## config.mk

```make
export PLATFORM = sky130hd
export DESIGN_NAME = sar_search_ctrl
export DESIGN_NICKNAME = d
export VERILOG_FILES = /design/src/rtl/sar_search_ctrl.sv
export SDC_FILE = /design/constraint.sdc
export NUM_CORES = 1
export LEC_CHECK = 0
export CELL_PAD_IN_SITES_DETAIL_PLACEMENT = 1
export CELL_PAD_IN_SITES_GLOBAL_PLACEMENT = 2
export CORE_ASPECT_RATIO = 1.75
export CORE_MARGIN = 5
export CORE_UTILIZATION = 35
export DETAILED_ROUTE_END_ITERATION = 8
export PLACE_DENSITY = 0.82
export REMOVE_ABC_BUFFERS = 1
export SLEW_MARGIN = 20
export SYNTH_ARGS = -nofsm -noshare
export SYNTH_HDL_FRONTEND = slang
export SYNTH_SLANG_ARGS = --single-unit
```

## constraint.sdc

```tcl
create_clock -name clk -period 3.1 [get_ports clk]
set_input_delay 0.62 -clock clk [delete_from_list [all_inputs] [get_ports clk]]
set_output_delay 0.62 -clock clk [all_outputs]
set_load 0.01 [all_outputs]
```

## src/rtl/sar_search_ctrl.sv

```systemverilog
// sar_search_ctrl: sequential binary-search controller.
// Probes a hidden target through an external magnitude comparator (guess on
// the comparator's a input), narrows the [lo, hi] window from the one-hot
// greater/less/equal flags, and reports the match or "not found".
// The cmp_req/cmp_valid handshake tolerates both zero-wait (combinational)
// and multi-cycle (pipelined) comparators.
module sar_search_ctrl #(
  parameter int WIDTH = 4,
  parameter int CNT_W = 4   // must hold WIDTH+1
) (
  input  logic             clk,
  input  logic             rst,
  input  logic             start,
  output logic             busy,
  output logic [WIDTH-1:0] guess,
  output logic             cmp_req,
  input  logic             cmp_valid,
  input  logic             cmp_g,
  input  logic             cmp_l,
  input  logic             cmp_e,
  output logic             done,
  output logic             found,
  output logic [WIDTH-1:0] result,
  output logic [CNT_W-1:0] steps,
  output logic             error
);

  typedef enum logic [1:0] {
    ST_IDLE = 2'd0,  // waiting for start; results of last search held
    ST_WAIT = 2'd1,  // guess stable, waiting for comparator result
    ST_GAP  = 2'd2,  // one dead cycle after a new guess is loaded
    ST_DONE = 2'd3   // one-cycle done pulse
  } state_t;

  localparam logic [WIDTH-1:0] MAX_VAL = '1;
  localparam logic [WIDTH-1:0] ONE_W   = WIDTH'(1);
  localparam logic [CNT_W-1:0] ONE_C   = CNT_W'(1);

  // Midpoint of two window bounds; the sum is formed one bit wider so that
  // (lo + hi) cannot wrap when both are near the top of the range.
  function automatic logic [WIDTH-1:0] midpoint(input logic [WIDTH-1:0] a,
                                                input logic [WIDTH-1:0] b);
    logic [WIDTH:0] sum;
    sum = {1'b0, a} + {1'b0, b};
    return sum[WIDTH:1];
  endfunction

  state_t           state_q,  state_d;
  logic [WIDTH-1:0] guess_q,  guess_d;
  logic [WIDTH-1:0] lo_q,     lo_d;
  logic [WIDTH-1:0] hi_q,     hi_d;
  logic [WIDTH-1:0] result_q, result_d;
  logic [CNT_W-1:0] steps_q,  steps_d;
  logic             found_q,  found_d;
  logic             error_q,  error_d;

  // Neighbouring window edges around the current guess. The guess == lo and
  // guess == hi exits below guarantee these are only used when they cannot
  // wrap.
  logic [WIDTH-1:0] guess_dec;
  logic [WIDTH-1:0] guess_inc;

  assign guess_dec = guess_q - ONE_W;
  assign guess_inc = guess_q + ONE_W;

  // State and datapath registers, cleared asynchronously.
  // NOTE: sequential state is written only with non-blocking assignments so
  // every flop samples the pre-edge values regardless of statement order.
  always_ff @(posedge clk or posedge rst) begin
    if (rst) begin
      state_q  <= ST_IDLE;
      guess_q  <= '0;
      lo_q     <= '0;
      hi_q     <= '0;
      result_q <= '0;
      steps_q  <= '0;
      found_q  <= 1'b0;
      error_q  <= 1'b0;
    end else begin
      state_q  <= state_d;
      guess_q  <= guess_d;
      lo_q     <= lo_d;
      hi_q     <= hi_d;
      result_q <= result_d;
      steps_q  <= steps_d;
      found_q  <= found_d;
      error_q  <= error_d;
    end
  end

  // Next-state, datapath update and state-decoded outputs.
  always_comb begin
    // NOTE: every signal gets a hold/idle default before the case statement,
    // so no path through the branches can leave one unassigned (no latches).
    state_d  = state_q;
    guess_d  = guess_q;
    lo_d     = lo_q;
    hi_d     = hi_q;
    result_d = result_q;
    steps_d  = steps_q;
    found_d  = found_q;
    error_d  = error_q;
    busy     = 1'b0;
    cmp_req  = 1'b0;
    done     = 1'b0;

    unique case (state_q)
      ST_IDLE: begin
        if (start) begin
          lo_d    = '0;
          hi_d    = MAX_VAL;
          guess_d = midpoint('0, MAX_VAL);
          found_d = 1'b0;
          error_d = 1'b0;
          steps_d = '0;
          state_d = ST_WAIT;
        end
      end

      ST_WAIT: begin
        busy    = 1'b1;
        cmp_req = 1'b1;
        if (cmp_valid) begin
          steps_d  = steps_q + ONE_C;
          result_d = guess_q;
          unique case ({cmp_g, cmp_l, cmp_e})
            3'b001: begin
              found_d = 1'b1;
              state_d = ST_DONE;
            end
            3'b100: begin
              // Target is below the guess: drop the upper half.
              if (guess_q == lo_q) begin
                state_d = ST_DONE;
              end else begin
                hi_d    = guess_dec;
                guess_d = midpoint(lo_q, guess_dec);
                state_d = ST_GAP;
              end
            end
            3'b010: begin
              // Target is above the guess: drop the lower half.
              if (guess_q == hi_q) begin
                state_d = ST_DONE;
              end else begin
                lo_d    = guess_inc;
                guess_d = midpoint(guess_inc, hi_q);
                state_d = ST_GAP;
              end
            end
            default: begin
              // Zero or multiple flags: comparator result is meaningless.
              error_d = 1'b1;
              found_d = 1'b0;
              state_d = ST_DONE;
            end
          endcase
        end
      end

      ST_GAP: begin
        // New guess is already on the bus; cmp_valid is ignored here so a
        // stale result from the previous probe cannot be consumed.
        busy    = 1'b1;
        state_d = ST_WAIT;
      end

      ST_DONE: begin
        done    = 1'b1;
        state_d = ST_IDLE;
      end

      default: begin
        state_d = ST_IDLE;
      end
    endcase
  end

  assign guess  = guess_q;
  assign result = result_q;
  assign steps  = steps_q;
  assign found  = found_q;
  assign error  = error_q;

endmodule

```

Yosys cells after proc, flatten, opt, wreduce, memory -nomap -nowiden
Index checks and enable logic that the tools add are counted.
W data, S select, Z words.
{ "op_classes": {"addsub": 5, "reduce_logical": 13, "magnitude_cmp": 0, "mux": 34, "n_mul": 0, "eq_ne": 19, "n_div": 0, "bitwise": 0, "shift": 0} }
{ "ops": {"columns": ["operator", "n"], "rows": [
  ["$mux W4", 13],
  ["$pmux W4 S2", 5],
  ["$ne A2 B2 Y1 const B", 7],
  ["$add A4 B4 Y5", 2],
  ["$reduce_and A5 Y1", 2],
  ["$mux W1", 9],
  ["$add A4 B1 Y4 const B", 2],
  ["$eq A4 B4 Y1", 2],
  ["$pmux W1 S2", 4],
  ["$pmux W2 S4", 1],
  ["$reduce_and A4 Y1", 2],
  ["$ne A3 B3 Y1 const B", 2],
  ["$reduce_and A6 Y1", 1],
  ["$eq A2 B2 Y1 const B", 2],
  ["$mux W2", 2],
  ["$reduce_and A2 Y1", 2],
  ["$reduce_or A2 Y1", 2],
  ["$sub A4 B1 Y4 const B", 1],
  ["$eq A3 B1 Y1 const B", 1],
  ["$eq A3 B2 Y1 const B", 1],
  ["$eq A3 B3 Y1 const B", 1],
  ["$ne A3 B2 Y1 const B", 1],
  ["$reduce_and A3 Y1", 1],
  ["$reduce_or A3 Y1", 1],
  ["4 further kinds", 4]
]} }
{ "totals": {"romBits": 0, "reg_bits": 24, "out_inout_bits": 17, "n_memories": 0, "latchBits": 0, "ramBits": 0} }

Longest topological paths before layout
Gate-level depths: netlist of the first run.
{ "depth": {"word_depth": 6, "ltp_mapped": 10, "mapped_depth_nobuf": 9} }

Worst setup path after synthesis of the first run
No wires, ideal clock.
{ "synth_path": {"path_kind": "reg2reg", "from": "register guess_q[1] (netlist: guess[1])", "to": "register guess_q[3] (netlist: guess[3])", "path_stages_with_launch": 10, "setup_slack_ps": 749, "arrival_ps": 2226, "required_time_ps": 2975, "cell_sequence": "dfrtp_1 > clkbuf_2 > inv_1 > ha_1 > inv_1 > fa_1 > a21o_1 > a211oi_1 > a211oi_1 > mux2_4"} }
{ "synth_via": {"elab_chain_len": 6, "elab_cells_between_ends": 14} }
{ "synth_rtl": {"columns": ["item", "line", "text"], "rows": [
  ["from (decl)", "49", "logic [WIDTH-1:0] guess_q, guess_d;"],
  ["from (signal assigned)", "81", "guess_q <= guess_d;"],
  ["$add A4 B1 Y4 / $sub A4 B1 Y4 (equally long branches)", "64, 63", null],
  ["$add A4 B4 Y5", "44", "sum = {1'b0, a} + {1'b0, b};"],
  ["$mux W4, on equally long branches", "143, 133", null],
  ["$pmux W4 S2", "126", "unique case ({cmp_g, cmp_l, cmp_e})"],
  ["$mux W4", "123", "if (cmp_valid) begin"],
  ["$pmux W4 S2", "107", "unique case (state_q)"]
]} }
Parallel ways exist; a longest one is shown, timed or not. The select of a mux whose other input is x is not followed.
A chain may end at the register's enable or synchronous reset.

Worst setup path after layout of the first run
{ "layout_path": {"from": "register state_q[1]", "to": "output cmp_req"} }
{ "layout_via": {"elab_chain_len": 2} }
{ "layout_rtl": {"columns": ["item", "line", "text"], "rows": [
  ["from (decl)", "48", "state_t state_q, state_d;"],
  ["from (signal assigned)", "80", "state_q <= state_d;"],
  ["$eq A2 B1 Y1", "107", null],
  ["$mux W1", "107", null],
  ["to (decl)", "16", "output logic cmp_req,"]
]} }
Every way passes these cells.

==> metrics.txt, run 1 <==
status=completed; largest net degree at the start of global routing=25; hold path cells=2; num rows=34; Hold-fix buffers, CTS=0; fraction of registers with async set/reset=100%; dpl hpwl=3780 um; port buffer count=23; Starting DRT DRC Count=27; max-capacitance violation count=0; CTS Sinks=24; worst flop-to-flop path startpoint=state_q[1]$_DFFE_PP0P_; Final Hold Fails=0; PwrDens=1060 nW/um2; Hold Crit Class=flip-flop to flip-flop; Post-Syn Area per Cell=10.6 um2; Global Route Usage Sum=15.3%; first-pass GRT wire length=7990 um; total number of vias=1,359; reg2reg path depth=7; length of routed met3 wiring=93 um; area delta synth->final=17.0%; initial antenna violation count=0; routed len/inst=19.3 um; Worst setup SP type=flip-flop; n_diodes=0; Worst Setup End Kind=primary output; commonest non-fill, non-tap cell in the layout=dfrtp_1; cell area after placement=2020 um2; hold endpoint=result[0]$_DFFE_PP0P_; IO Count=24; Mapped Area=1780 um2; vias per cell=5.55; vias in the first global route=1,585; Placeable Area=4930 um2; RSZ-0062 raised after global routing=false; Most used DFF post-synth=dfrtp_1; Crit Path Class=flip-flop to primary output; post-synth cell types=40; post-route antenna net violation count=0; top routing layer in use=met4; clock root buffer=clkbuf_8; maximum clock path buffer count=2; Initial Util=36.0%; DRC=0; Final nets=218; Synth area leader=dfrtp_1; RePlAce Congestion=0.887; worst slew pin tran=780 ps; Met1 Wirelength=1650 um; Leak=0.951 nW; most frequent cells in the layout=dfrtp_1 (24), clkdlybuf4s50_1 (23), ha_1 (17); Num CTS Buffers=3; post-synthesis cell count=167; CP required=2480 ps; Die X-Extent=63.8 um; post-CTS resize count=0; register bit total from synthesis=24; min cycle time layout=2790 ps; H-tree Lvls=1; post-synth top area share=33.8%; Reg2Reg Setup Slack=530 ps; Setup crit start=state_q[1]$_DFFE_PP0P_; Worst Hold Margin=501 ps; Arr. time, crit path=2170 ps; register area share after synthesis=33.8%; clk_lat worst skew=270 ps; met2 WL=2760 um; setup violators final=0; Tcrit/Tclk final=89.9%; main area contributors after synthesis=dfrtp_1 (34%), ha_1 (12%), xnor2_1 (5.9%), a22o_1 (3.5%), buf_6 (3.2%); CP Max Fanout=18; hold path start=result[0]$_DFFE_PP0P_; number of buffers added for setup after CTS=0; Die Y=104 um; GRT overflow=0; layout cell share with drive strength beyond 1=13.1%; Finished Cell Area=2080 um2; final core occ=42.1%; YS warnings=0; Max VDD drop=0.531 mV; final slew viol count=0; Fmax=0.359 GHz; 1st-pass router iterations=4; r2r endpoint=guess[3]$_DFFE_PP0P_; drt total wl=4740 um; number of synthesized flops with an enable pin=0; Clock Skews=4.39 ps; Die Area=6650 um2; Fin Setup TNS=0 ps; Max-slew headroom=48.0%; CTS tree=yes; clock-pin slew on the worst setup and hold paths=90 ps; Filler cells=561
-- through the flow --
stage | cells | worst slack (ps) | total power, mW
2_1_floorplan | 159 | 782 | 1.47
3_3_place_gp | 241 | 507 | 1.95
3_5_place_dp | 241 | 480 | 2.01
4_1_cts | 245 | 280 | 2.24
5_1_grt | 245 | 196 | 2.40
6_report | 245 | 312 | 2.21
-- metal layers --
| layer | global-route usage, % | vias to the layer above |
|---|---|---|
| li1 | - | 633 |
| met1 | 15.3 | 688 |
| met2 | 28.6 | 25 |
| met3 | 1.73 | 13 |
| met4 | 8.92 | 0 |
| met5 | 0 | - |
-- power by group --
part / switching [mW] / total, mW / internal [mW]
clock network: 0.107 / 0.221 / 0.114
logic: 0.708 / 1.39 / 0.683
registers: 0.155 / 0.596 / 0.441
total: 0.969 / 2.21 / 1.24
-- worst max-delay path: stages (launching register included) --
cell and delay, ps:
dfrtp_1 390, inv_1 130, ha_1 680, clkdlybuf4s50_1 680
-- registers in the layout, indices dropped and copies added (netlist names) --
signal	cells
steps	4
result	4
state_q	2
error	1
hi_q	4
guess	4
lo_q	4
found	1
-- worst max path at each step --
stage	end	depth (start not counted)
2_1_floorplan	guess[3]$_DFFE_PP0P_	8
3_3_place_gp	lo_q[0]$_DFFE_PP0P_	4
3_5_place_dp	lo_q[0]$_DFFE_PP0P_	4
4_1_cts	cmp_req	3
5_1_grt	cmp_req	3
6_report	cmp_req	3
-- cells by family after synthesis --
kind of cell / Yosys count / share of synthesized area (%)
muxes: 8 / 5.57
DFF: 24 / 33.8
xor gates and xnor gates: 18 / 8.88
buffers and inverters: 19 / 7.33
AOI/OAI and AO/OA: 38 / 17.3
adders and majority gates: 19 / 14.2
and+or+nand+nor: 41 / 12.9
-- Yosys cell counts, types with 2 or more instances --
cell / n
clkbuf_8: 2
dfrtp_1: 24
nor2_1: 9
ha_1: 17
fa_1: 2
a21oi_1: 8
o31a_1: 2
buf_6: 5
mux2i_1: 2
nand4_1: 4
mux2_4: 3
o211ai_4: 2
a31oi_1: 2
a21o_1: 4
inv_1: 10
nor3_1: 2
a22o_1: 7
nand2_1: 12
mux2_2: 3
a211oi_1: 2
xor2_1: 6
o21ai_0: 7
xnor2_1: 12
nand3_1: 4
-- cell type report --
| class | count | area [um2] | area share [%] |
|---|---|---|---|
| timing repair buffer | 28 | 268 | 12.9 |
| multi-input combinational | 124 | 1040 | 50.3 |
| clock buffer | 4 | 55.1 | 2.65 |
| tap | 54 | 67.6 | 3.25 |
| inverter | 11 | 41.3 | 1.99 |
| sequential | 24 | 601 | 28.9 |
(Power assumes the default switching activity.)
==> inputs of run 2 (changes only) <==
--- a/config.mk
+++ b/config.mk
@@ -11,6 +11,7 @@
 export CORE_MARGIN = 5
 export CORE_UTILIZATION = 35
 export DETAILED_ROUTE_END_ITERATION = 8
+export HOLD_SLACK_MARGIN = 0.02
 export PLACE_DENSITY = 0.82
 export REMOVE_ABC_BUFFERS = 1
 export SLEW_MARGIN = 20
==> results of run 2 <==
The final DEF is identical to that of run 1; final timing and power are the same.
==> inputs of run 3 (changes only) <==
--- a/config.mk
+++ b/config.mk
@@ -11,10 +11,10 @@
 export CORE_MARGIN = 5
 export CORE_UTILIZATION = 35
 export DETAILED_ROUTE_END_ITERATION = 8
+export GPL_ROUTABILITY_DRIVEN = 0
 export HOLD_SLACK_MARGIN = 0.02
 export PLACE_DENSITY = 0.82
 export REMOVE_ABC_BUFFERS = 1
-export SLEW_MARGIN = 20
 export SYNTH_ARGS = -nofsm -noshare
 export SYNTH_HDL_FRONTEND = slang
 export SYNTH_SLANG_ARGS = --single-unit
==> results of run 3 <==
The final DEF is identical to that of run 1; final timing and power are the same.
